### src/rtl/muldiv_if.sv
// Request/response bundle between the EX stage and the iterative multiply/divide unit.
interface muldiv_if #(
  parameter int XLEN = 32
);
  logic            in_valid;
  logic            in_ready;
  logic [2:0]      op;
  logic [XLEN-1:0] a;
  logic [XLEN-1:0] b;
  logic            kill;
  logic            out_valid;
  logic            out_ready;
  logic [XLEN-1:0] res;
  logic            div_zero;

  modport master (
    output in_valid, op, a, b, kill, out_ready,
    input  in_ready, out_valid, res, div_zero
  );

  modport slave (
    input  in_valid, op, a, b, kill, out_ready,
    output in_ready, out_valid, res, div_zero
  );
endinterface

### src/rtl/muldiv_unit.sv
// Iterative RV32M-style multiply/divide unit. Operands are reduced to magnitudes at
// accept, STEP bits are retired per CALC cycle (shift-add multiply or restoring divide),
// and signs are restored in FIX. Divide-by-zero and signed overflow bypass iteration and
// take a single fixup cycle to load their architecturally defined result.
module muldiv_unit #(
  parameter int XLEN = 32,
  parameter int STEP = 1
) (
  input  logic     clk,
  input  logic     rst,
  muldiv_if.slave  bus
);
  typedef enum logic [1:0] {IDLE, CALC, FIX, DONE} state_t;

  localparam int ITERS = XLEN / STEP;
  localparam int CNT_W = $clog2(ITERS + 1);
  localparam logic [CNT_W-1:0] CNT_INIT = CNT_W'(ITERS);
  localparam logic [CNT_W-1:0] CNT_ONE  = CNT_W'(1);

  localparam logic [2:0] OP_MUL    = 3'd0;
  localparam logic [2:0] OP_MULH   = 3'd1;
  localparam logic [2:0] OP_MULHSU = 3'd2;
  localparam logic [2:0] OP_DIV    = 3'd4;
  localparam logic [2:0] OP_DIVU   = 3'd5;
  localparam logic [2:0] OP_REM    = 3'd6;
  localparam logic [2:0] OP_REMU   = 3'd7;

  localparam logic [XLEN-1:0] INT_MIN = {1'b1, {(XLEN-1){1'b0}}};

  function automatic logic [XLEN-1:0] neg_if(input logic [XLEN-1:0] v, input logic en);
    return en ? -v : v;
  endfunction

  function automatic logic [2*XLEN-1:0] neg_if_wide(input logic [2*XLEN-1:0] v, input logic en);
    return en ? -v : v;
  endfunction

  state_t            state_q, state_d;
  logic [CNT_W-1:0]  cnt_q;
  logic [2:0]        op_q;
  logic              is_div_q, fast_q, fast_dz_q, neg_q, rneg_q;
  logic [XLEN-1:0]   opnd_q;      // multiplicand |a| or divisor |b|
  logic [XLEN:0]     acc_hi_q;    // product high half / partial remainder
  logic [XLEN-1:0]   acc_lo_q;    // multiplier bits / dividend-then-quotient
  logic [XLEN-1:0]   fast_res_q;
  logic [XLEN-1:0]   res_q;
  logic              dz_q;

  // Request decode on the live bus; only meaningful on the accept edge.
  logic              a_signed, b_signed, a_neg, b_neg, is_div, div_by_zero, div_ovf, fast, accept;
  logic [XLEN-1:0]   abs_a, abs_b, fast_res;

  always_comb begin
    a_signed    = (bus.op == OP_MULH) || (bus.op == OP_MULHSU) || (bus.op == OP_DIV) || (bus.op == OP_REM);
    b_signed    = (bus.op == OP_MULH) || (bus.op == OP_DIV) || (bus.op == OP_REM);
    a_neg       = a_signed && bus.a[XLEN-1];
    b_neg       = b_signed && bus.b[XLEN-1];
    abs_a       = neg_if(bus.a, a_neg);
    abs_b       = neg_if(bus.b, b_neg);
    is_div      = bus.op[2];
    div_by_zero = is_div && (bus.b == '0);
    div_ovf     = ((bus.op == OP_DIV) || (bus.op == OP_REM)) && (bus.a == INT_MIN) && (&bus.b);
    fast        = div_by_zero || div_ovf;
    if (div_by_zero)
      fast_res = ((bus.op == OP_REM) || (bus.op == OP_REMU)) ? bus.a : '1;
    else
      fast_res = (bus.op == OP_DIV) ? bus.a : '0;
    accept      = (state_q == IDLE) && bus.in_valid && !bus.kill;
  end

  // One iteration of shift-add multiply and restoring divide, STEP bits each.
  logic [XLEN+STEP-1:0]   pp, psum;
  logic [2*XLEN+STEP-1:0] wide;
  logic [XLEN:0]          r_n;
  logic [XLEN-1:0]        q_n;

  always_comb begin
    pp = '0;
    for (int j = 0; j < STEP; j++)
      if (acc_lo_q[j]) pp = pp + ({{STEP{1'b0}}, opnd_q} << j);
    psum = {{STEP{1'b0}}, acc_hi_q[XLEN-1:0]} + pp;
    wide = {psum, acc_lo_q};
    r_n  = acc_hi_q;
    q_n  = acc_lo_q;
    for (int j = 0; j < STEP; j++) begin
      r_n = {r_n[XLEN-1:0], q_n[XLEN-1]};
      q_n = {q_n[XLEN-2:0], 1'b0};
      if (r_n >= {1'b0, opnd_q}) begin
        r_n    = r_n - {1'b0, opnd_q};
        q_n[0] = 1'b1;
      end
    end
  end

  // Sign restoration and result selection for the FIX cycle.
  logic [2*XLEN-1:0] prod_s;
  logic [XLEN-1:0]   mul_res, div_res, fix_res;

  always_comb begin
    prod_s  = neg_if_wide({acc_hi_q[XLEN-1:0], acc_lo_q}, neg_q);
    mul_res = (op_q == OP_MUL) ? prod_s[XLEN-1:0] : prod_s[2*XLEN-1:XLEN];
    div_res = ((op_q == OP_DIV) || (op_q == OP_DIVU)) ? neg_if(acc_lo_q, neg_q)
                                                     : neg_if(acc_hi_q[XLEN-1:0], rneg_q);
    fix_res = fast_q ? fast_res_q : (is_div_q ? div_res : mul_res);
  end

  // Next-state logic; kill aborts anything past IDLE.
  always_comb begin
    state_d = state_q;
    case (state_q)
      IDLE: if (accept) state_d = fast ? FIX : CALC;
      CALC: if (cnt_q == CNT_ONE) state_d = FIX;
      FIX:  state_d = DONE;
      DONE: if (bus.out_ready) state_d = IDLE;
      default: state_d = IDLE;
    endcase
    if (bus.kill && (state_q != IDLE)) state_d = IDLE;
  end

  // State register.
  always_ff @(posedge clk) begin
    if (rst) state_q <= IDLE;
    else     state_q <= state_d;
  end

  // Iteration counter and architecturally visible result registers.
  always_ff @(posedge clk) begin
    if (rst) begin
      cnt_q <= '0;
      res_q <= '0;
      dz_q  <= 1'b0;
    end else begin
      if (accept)                 cnt_q <= CNT_INIT;
      else if (state_q == CALC)   cnt_q <= cnt_q - CNT_ONE;
      if ((state_q == FIX) && !bus.kill) begin
        res_q <= fix_res;
        dz_q  <= fast_q && fast_dz_q;
      end
    end
  end

  // Operand capture on accept, then one datapath iteration per CALC cycle.
  always_ff @(posedge clk) begin
    if (accept) begin
      op_q       <= bus.op;
      is_div_q   <= is_div;
      fast_q     <= fast;
      fast_dz_q  <= div_by_zero;
      fast_res_q <= fast_res;
      neg_q      <= a_neg ^ b_neg;
      rneg_q     <= a_neg;
      opnd_q     <= is_div ? abs_b : abs_a;
      acc_hi_q   <= '0;
      acc_lo_q   <= is_div ? abs_a : abs_b;
    end else if (state_q == CALC) begin
      if (is_div_q) begin
        acc_hi_q <= r_n;
        acc_lo_q <= q_n;
      end else begin
        acc_hi_q <= {1'b0, wide[2*XLEN+STEP-1:XLEN+STEP]};
        acc_lo_q <= wide[XLEN+STEP-1:STEP];
      end
    end
  end

  assign bus.in_ready  = (state_q == IDLE);
  assign bus.out_valid = (state_q == DONE);
  assign bus.res       = res_q;
  assign bus.div_zero  = dz_q;
endmodule

### src/flat_wrapper.sv
// flat-port wrapper written by rule: the top's interface ports become plain ports
module muldiv_unit_flat 
#(
  parameter int XLEN = 32,
  parameter int STEP = 1
)
  (clk, rst, bus_in_valid, bus_op, bus_a, bus_b, bus_kill, bus_out_ready, bus_in_ready, bus_out_valid, bus_res, bus_div_zero);
  muldiv_if #(.XLEN(XLEN)) bus_i ();
  input  logic clk;
  input  logic rst;
  input wire logic [$bits(bus_i.in_valid)-1:0] bus_in_valid;
  input wire logic [$bits(bus_i.op)-1:0] bus_op;
  input wire logic [$bits(bus_i.a)-1:0] bus_a;
  input wire logic [$bits(bus_i.b)-1:0] bus_b;
  input wire logic [$bits(bus_i.kill)-1:0] bus_kill;
  input wire logic [$bits(bus_i.out_ready)-1:0] bus_out_ready;
  output wire logic [$bits(bus_i.in_ready)-1:0] bus_in_ready;
  output wire logic [$bits(bus_i.out_valid)-1:0] bus_out_valid;
  output wire logic [$bits(bus_i.res)-1:0] bus_res;
  output wire logic [$bits(bus_i.div_zero)-1:0] bus_div_zero;
  assign bus_i.in_valid = bus_in_valid;
  assign bus_i.op = bus_op;
  assign bus_i.a = bus_a;
  assign bus_i.b = bus_b;
  assign bus_i.kill = bus_kill;
  assign bus_i.out_ready = bus_out_ready;
  assign bus_in_ready = bus_i.in_ready;
  assign bus_out_valid = bus_i.out_valid;
  assign bus_res = bus_i.res;
  assign bus_div_zero = bus_i.div_zero;
  muldiv_unit #(.XLEN(XLEN), .STEP(STEP)) u_core (.clk(clk), .rst(rst), .bus(bus_i));
endmodule
### config.mk
export PLATFORM = sky130hd
export DESIGN_NAME = muldiv_unit_flat
export DESIGN_NICKNAME = d
export VERILOG_FILES = /design/src/rtl/muldiv_if.sv /design/src/rtl/muldiv_unit.sv /design/src/flat_wrapper.sv
export SDC_FILE = /design/constraint.sdc
export NUM_CORES = 1
export LEC_CHECK = 0
export CAP_MARGIN = 30
export CORE_ASPECT_RATIO = 1.5
export CORE_MARGIN = 8
export CORE_UTILIZATION = 45
export DETAILED_ROUTE_END_ITERATION = 7
export DONT_BUFFER_PORTS = 1
export GPL_TIMING_DRIVEN = 0
export SLEW_MARGIN = 10
export SYNTH_ARGS = -nofsm -noshare
export SYNTH_HDL_FRONTEND = slang
export SYNTH_SLANG_ARGS = --single-unit
### constraint.sdc
create_clock -name clk -period 3.54 [get_ports clk]
set_input_delay 0.177 -clock clk [delete_from_list [all_inputs] [get_ports clk]]
set_output_delay 0.177 -clock clk [all_outputs]
set_load 0.05 [all_outputs]
==> results of run 1 <==
==> cell type report <==
type | instances | area share
Multi-Input combinational cell | 1539 | 0.598
Sequential cell | 176 | 0.259
Timing Repair Buffer | 65 | 0.0334
Tap cell | 425 | 0.0301
Buffer | 116 | 0.0275
Clock buffer | 17 | 0.0241
Inverter | 76 | 0.0164
Clock inverter | 15 | 0.0112
Antenna cell | 2 | 0.000283
==> logic make-up after synthesis <==
group                      synth area share
AOI/OAI and AO/OA                     0.254
xor gates and xnor gates              0.109
DFF                                   0.293
adders and majority gates            0.0628
buffers and inverters                0.0475
and+or+nand+nor                       0.173
muxes                                0.0604
==> through the flow <==
step	cells	hold WS, ns	power, mW
floorplan	1910	0.267	8.14
global placement	2335	0.274	10.5
detailed placement	2339	0.274	10.5
CTS	2414	0.00348	12.9
global route	2429	0.0248	14.0
finish	2431	0.0117	13.3
==> path summary, 6_finish.rpt <==
check                                             startpoint                        endpoint  slack [ns]  cells past startpoint
worst min register to register  u_core.cnt_q[1]$_SDFFE_PP0P_    u_core.cnt_q[1]$_SDFFE_PP0P_        0.51                      2
worst max-delay path            u_core.acc_lo_q[0]$_DFFE_PP_  u_core.bus.res[6]$_SDFFE_PP0P_        0.02                     12
worst min-delay path                               bus_b[30]     u_core.opnd_q[30]$_DFFE_PP_        0.01                      2
worst max register to register  u_core.acc_lo_q[0]$_DFFE_PP_  u_core.bus.res[6]$_SDFFE_PP0P_        0.02                     12
==> critical path, stage by stage (launching register included) <==
cell      delay (ns)
edfxtp_1        0.44
inv_2           0.15
clkbuf_4        0.28
ha_1            0.26
inv_1           0.11
nor4_4          0.36
nand4_1         0.30
clkbuf_4        0.32
o21ai_0         0.25
xor2_1          0.10
nand2_1         0.07
o21ai_0         0.36
a221oi_1        0.40
==> flip-flops by register name, summed over array words and instances (netlist names) <==
name                 flops
u_core.rneg_q            1
u_core.bus.res          32
u_core.op_q              2
u_core.acc_lo_q         32
u_core.fast_dz_q         1
u_core.acc_hi_q         32
u_core.neg_q             1
u_core.fast_res_q       32
u_core.is_div_q          1
u_core.state_q           2
u_core.fast_q            1
u_core.cnt_q             6
u_core.opnd_q           32
u_core.bus.div_zero      1
==> repair_timing <==
action / CTS / global route
hold endpoints to repair: 40 / 0
resized for setup: 56 / 41
pin swaps: 3 / 11
setup buffers: 7 / 13
hold buffers: 38 / 0
endpoints found under the setup margin: 55 / 50
==> layer usage <==
metal | up-vias | GRT usage
li1 | 7245 | -
met1 | 7527 | 0.341
met2 | 843 | 0.577
met3 | 293 | 0.0761
met4 | 0 | 0.297
met5 | - | 0
==> layout by cell type, fill, tap and decap left out, types with 34 or more instances in the layout <==
cell and instances:
xnor2_1 89, ha_1 73, a21oi_1 151, mux2i_1 93, xor2_1 105, nor3_1 36
o31ai_1 34, clkbuf_1 87, nand3_1 34, o21ai_0 163, dfxtp_1 69, dlygate4sd3_1 38
nor2_1 142, inv_1 67, nand2_1 170, o21a_1 42, edfxtp_1 103
==> power by group through the flow <==
stage                     registers (mW)  logic [mW]  clock network (mW)
after floorplan                     3.26        4.88                   0
after global placement              3.52        6.95                   0
after detailed placement            3.52        6.99                   0
after CTS                           3.47        7.34                2.06
after global routing                3.55        8.29                2.13
final                               3.50        7.76                2.06
==> out/results.tsv, run 1 <==
stage	metric	value	unit
run_status	status	finished, violations left	
run_status	violations	design-rule violations	
drt	vias_per_cell	6.54	
drt	met3WireLength	5050	um
finish	nFillCells	3351	
floorplanning	core_area	34200	sq um
placement	placed_area	16100	sq um
sta	timing.final.ws_setup	0.0205	ns
sta	timing.slew.headroom	0.287	
floorplanning	io-pin-count	107	
sta	worst_pin_slew	1.07	ns
floorplanning	dieWidth	168	um
setup_path	path_class	reg2reg	
finish	postLayoutCellArea	17700	sq um
setup_path	start_kind	flop	
synth	yosys.area.top_type_share	0.199	
finish	regArea	4560	sq um
synth	synthCells	1910	
floorplanning	dieArea	40900	sq um
drt	wl_met1	24200	um
setup_path	worstPathArrival	3.89	ns
floorplanning	start_util	0.456	
sta	tns	0	ns
sta	finalCritPeriodShare	0.994	
placement	pre_cts_ws	-1.01	ns
global_routing	antenna_found_initial	2	
power	swShare	0.509	
sta	drv_slew	0	
placement	numPortBuffers	0	
sta	rsz0062_at_grt	true	
power	ir_worst_vdd	440	uV
drt	wl_met2	33700	um
worst_hold_path	hp-class	in2reg	
drt	drtIter0Drc	1310	
synth	yosysTopAreaCell	edfxtp_1	
finish	final_nets	2140	
finish	drive_gt1_frac	0.0778	
drt	routedWlPerCell	28.9	um
setup_path	cp_max_fo	10	
synth	yosysWarnings	0	
job	drv_cap	0	
sta	fmax	284	MHz
clock_tree	cts-buffers-inserted	17	
finish	fin_util	0.517	
synth	yosysSeqAreaShare	0.293	
sta	setup_viol	0	
power	power_leakage	6.76	nW
drt	drt-total-wl	70300	um
clock_tree	htreeDepth	4	
drt	drt_first_pass_iters	8	
clock_tree	clockBufferDepth	2	
sta	fin_skew	0.0128	ns
finish	areaGrowthSynthToFinish	13.4	%
clock_tree	clkTransAtPathRegs	0.08	ns
placement	hpwl	55800	um
setup_path	crit_required	3.91	ns
setup_path	crit_path_end_kind	flop	
global_routing	grt_pass1_vias	15600	
floorplanning	core.rowCount	83	
global_routing	grt_overflow	0	
synth	synth_edf_count	103	
synth	avgSynthCellArea	8.15	sq um
global_routing	grt_pass1_wl	103000	um
synth	synth_area_leaders	edfxtp_1 (20%), dfxtp_1 (9.4%), mux2i_1 (6.0%)	
synth	postSynth.asyncResetShare	0	
placement	gp_congestion	1.10	
synth	synth_flop_cell	edfxtp_1	
drt	highest-signal-layer	met4	
synth	synth-seq-cells	176	
floorplanning	die-height	244	um
synth	syn-num-nets	2059	
sta	min_period	3.52	ns
sta	hold_viol_final	0	
clock_tree	clockRootBuffer	clkbuf_16	
clock_tree	cts_tree	yes	
synth	synth_most_common_cell	nand2_1	
finish	multi_input_area	10600	sq um
power	p_sw	6.78	mW
power	p_comb_frac	0.582	
power	seqPwrFrac	0.263	
synth	synthesis.area	15600	sq um
synth	synth_common_cells	nand2_1 (172), o21ai_0 (171), a21oi_1 (158)	
synth	ys_types	83	
power	internal_power	6.54	mW
drt	remaining_drc_errors	1	
clock_tree	clock_latency	0.47	ns
clock_tree	clkSinkCount	176	
power	clockPowerShare	0.155	
power	power_density	755	nW/um^2
global_routing	grt_usage	0.338	
drt	ant_nets	0	
global_routing	grt_max_degree	56	
drt	vias	15900	
No activity file was read; power rests on OpenSTA's default activity.
==> run 2: changes to the inputs <==
CAP_MARGIN = 0   (was 30)
CORE_ASPECT_RATIO = 1.75   (was 1.5)
==> run 2 against run 1 <==
The run ends with negative setup slack left; total power rose by 1.2%; cell area rose by 1.1%; fmax fell by 1.3%; die area rose by 0.27%.
==> out/results.tsv, run 2 (synthesized netlist as in run 1, its figures left out) <==
stage	metric	value	unit	change
setup_path	rr_startpoint	u_core.acc_lo_q[0]$_DFFE_PP_		
finish	nFillCells	3447		+2.9%
floorplanning	io-pin-count	107		unchanged
sta	rsz0062_at_grt	true		
global_routing	grt_overflow	0		unchanged
drt	drtIter0Drc	1123		-14%
setup_path	path_class	reg2reg		
finish	final_common_cell	nand2_1		
drt	ant_nets	0		unchanged
sta	timing.final.ws_setup	-0.0265	ns	-0.0470 ns
floorplanning	core_area	34300	sq um	+0.52%
drt	vias	15900		-0.18%
floorplanning	start_util	0.453		-0.00237
power	seqPwrFrac	0.261		-0.002
sta	hold_viol_final	0		unchanged
drt	vias_per_cell	6.43		-1.8%
setup_path	cp_max_fo	10		unchanged
clock_tree	cts_tree	yes		
placement	numPortBuffers	0		unchanged
global_routing	grt_max_degree	67		+20%
sta	worst_pin_slew	1.14	ns	+0.0693 ns
sta	finalCritPeriodShare	1.01		+0.0133
finish	multi_input_area	10700	sq um	+0.83%
drt	drt_first_pass_iters	5		-3
drt	drt-total-wl	72600	um	+3.2%
clock_tree	cts-buffers-inserted	17		unchanged
setup_path	cp_num_cells	14		+2
placement	gp_congestion	1.05		-4.6%
global_routing	grt_pass1_vias	15900		+1.7%
power	p_comb_frac	0.583		about the same
finish	final_cell_mix	nand2_1 (170), o21ai_0 (156), a21oi_1 (153)		
floorplanning	dieArea	41000	sq um	+0.27%
setup_path	worstPathArrival	3.93	ns	+0.04 ns
setup_path	start_kind	flop		
drt	wl_met2	36900	um	+9.5%
setup_path	reg2reg_to	u_core.acc_hi_q[31]$_SDFFE_PP0P_		
finish	areaGrowthSynthToFinish	14.7	%	
setup_path	cpPeakStageDelay	0.51	ns	+0.07 ns
run_status	status	finished, violations left		
clock_tree	clockRootBuffer	clkbuf_16		
power	clockPowerShare	0.156		about the same
setup_path	crit_end	u_core.acc_hi_q[31]$_SDFFE_PP0P_		
clock_tree	htreeDepth	4		unchanged
run_status	violations	negative setup slack		
clock_tree	clkSinkCount	176		unchanged
clock_tree	clkTransAtPathRegs	0.08	ns	about the same
finish	regArea	4570	sq um	about the same
drt	remaining_drc_errors	0		-1
clock_tree	clock_latency	0.47	ns	about the same
drt	met3WireLength	3480	um	-31%
sta	hold_ws	0.0119	ns	+0.000146 ns
finish	drive_gt1_frac	0.0867		+0.00890
power	power	13.5	mW	+1.2%
setup_path	crit_path_frequent_cell	buf_4		
setup_path	critPathBufInv	3		-1
power	internal_power	6.65	mW	+1.6%
power	swShare	0.507		-0.00211
setup_path	cpMaxStageDelayCell	edfxtp_1		
drt	highest-signal-layer	met5		
power	power_density	755	nW/um^2	about the same
setup_path	crit_path_end_kind	flop		
sta	fmax	280	MHz	-1.3%
placement	hpwl	58700	um	+5.2%
drt	wl_met1	23700	um	-2.1%
drt	routedWlPerCell	29.4	um	+1.6%
floorplanning	die-height	262	um	+7.5%
setup_path	crit_required	3.90	ns	about the same
global_routing	grt_pass1_wl	104000	um	+1.3%
power	p_sw	6.83	mW	+0.74%
power	power_leakage	6.81	nW	+0.78%
finish	final_nets	2142		+0.093%
floorplanning	dieWidth	157	um	-6.7%
worst_hold_path	hp-class	in2reg		
setup_path	r2r_slack	-0.03	ns	-0.05 ns
setup_path	startpoint	u_core.acc_lo_q[0]$_DFFE_PP_		
job	drv_cap	0		unchanged
clock_tree	clockBufferDepth	2		unchanged
sta	drv_slew	0		unchanged
global_routing	grt_usage	0.353		+0.0152
sta	fin_skew	0.0158	ns	+0.00301 ns
floorplanning	core.rowCount	90		+8.4%
setup_path	reg2regPathDepth	14		+2
global_routing	antenna_found_initial	2		unchanged
sta	setup_viol	1		+1
sta	timing.slew.headroom	0.236		-0.0506
sta	min_period	3.57	ns	+0.0470 ns
setup_path	crit_path_cell_trace	inv_2 > buf_4 > nor2_1 > ha_1 > a21oi_2 > o21ai_0 > a311oi_1 > o211ai_1 > buf_4 > a221oi_2 > nand3b_1 > nand2_1 > a211o_1 > a32o_1		
setup_path	critPathTopFamily	compound AO/OA/AOI/OAI gates		
power	ir_worst_vdd	384	uV	-13%
run 2: changes by cell type in the layout (fill, tap and decap cells not counted), sizes merged:
cell,previous run,this run
buf,46,49
clkbuf,114,111
diode,2,5
inv,82,79
clkinv,8,10
dlygate4sd3,38,40
bufinv,1,2
run 2: layer usage:
layer  track usage  up-vias
li1              -     7231
met1         0.329     7603
met2         0.637      732
met3        0.0528      312
met4         0.352        2
met5             0        -
run 2: layout make-up:
type,count,share of cell area
Clock inverter,15,0.0129
Buffer,116,0.0271
Timing Repair Buffer,67,0.0346
Inverter,76,0.0162
Antenna cell,5,0.000701
Sequential cell,176,0.256
Multi-Input combinational cell,1539,0.597
Tap cell,460,0.0322
Clock buffer,17,0.0238
run 2: metrics by stage:
| stage | setup slack [ns] | area [sq um] | instances | setup TNS (ns) | util |
|---|---|---|---|---|---|
| after floorplan | 0.338 | 15600 | 1910 | 0 | - |
| after global placement | -1.42 | 16200 | 2370 | -63.46 | 0.470 |
| after detailed placement | -1.35 | 16200 | 2373 | -45.22 | 0.471 |
| after CTS | 0.00252 | 17500 | 2452 | 0 | 0.510 |
| after global routing | -0.103 | 17800 | 2469 | -0.274 | 0.520 |
| final | -0.0265 | 17900 | 2471 | -0.0265 | 0.520 |
run 2: repair_timing:
item	4_1_cts	5_1_grt
gates cloned	0	0
hold buffers	40	0
endpoints found under the hold margin	43	0
setup endpoints to repair	52	46
buffers inserted	10	14
pin swaps	5	22
gates resized for setup	66	55
run 2: power by group through the flow:
stage	registers, mW	logic, mW	clock network, mW
floorplan	3.26	4.88	0
global placement	3.53	7.03	0
detailed placement	3.52	7.06	0
CTS	3.48	7.44	2.11
global route	3.57	8.38	2.18
finish	3.52	7.86	2.10
run 2: worst min path at each step:
stage / startpoint / end / depth (start not counted) / slack, ns
after floorplan: rst / u_core.cnt_q[1]$_SDFFE_PP0P_ / 1 / 0.27
after global placement: rst / u_core.cnt_q[1]$_SDFFE_PP0P_ / 1 / 0.27
after detailed placement: rst / u_core.cnt_q[1]$_SDFFE_PP0P_ / 1 / 0.27
after CTS: bus_b[10] / u_core.opnd_q[10]$_DFFE_PP_ / 2 / 0.002
after global routing: bus_b[10] / u_core.opnd_q[10]$_DFFE_PP_ / 2 / 0.04
final: bus_b[10] / u_core.opnd_q[10]$_DFFE_PP_ / 2 / 0.01
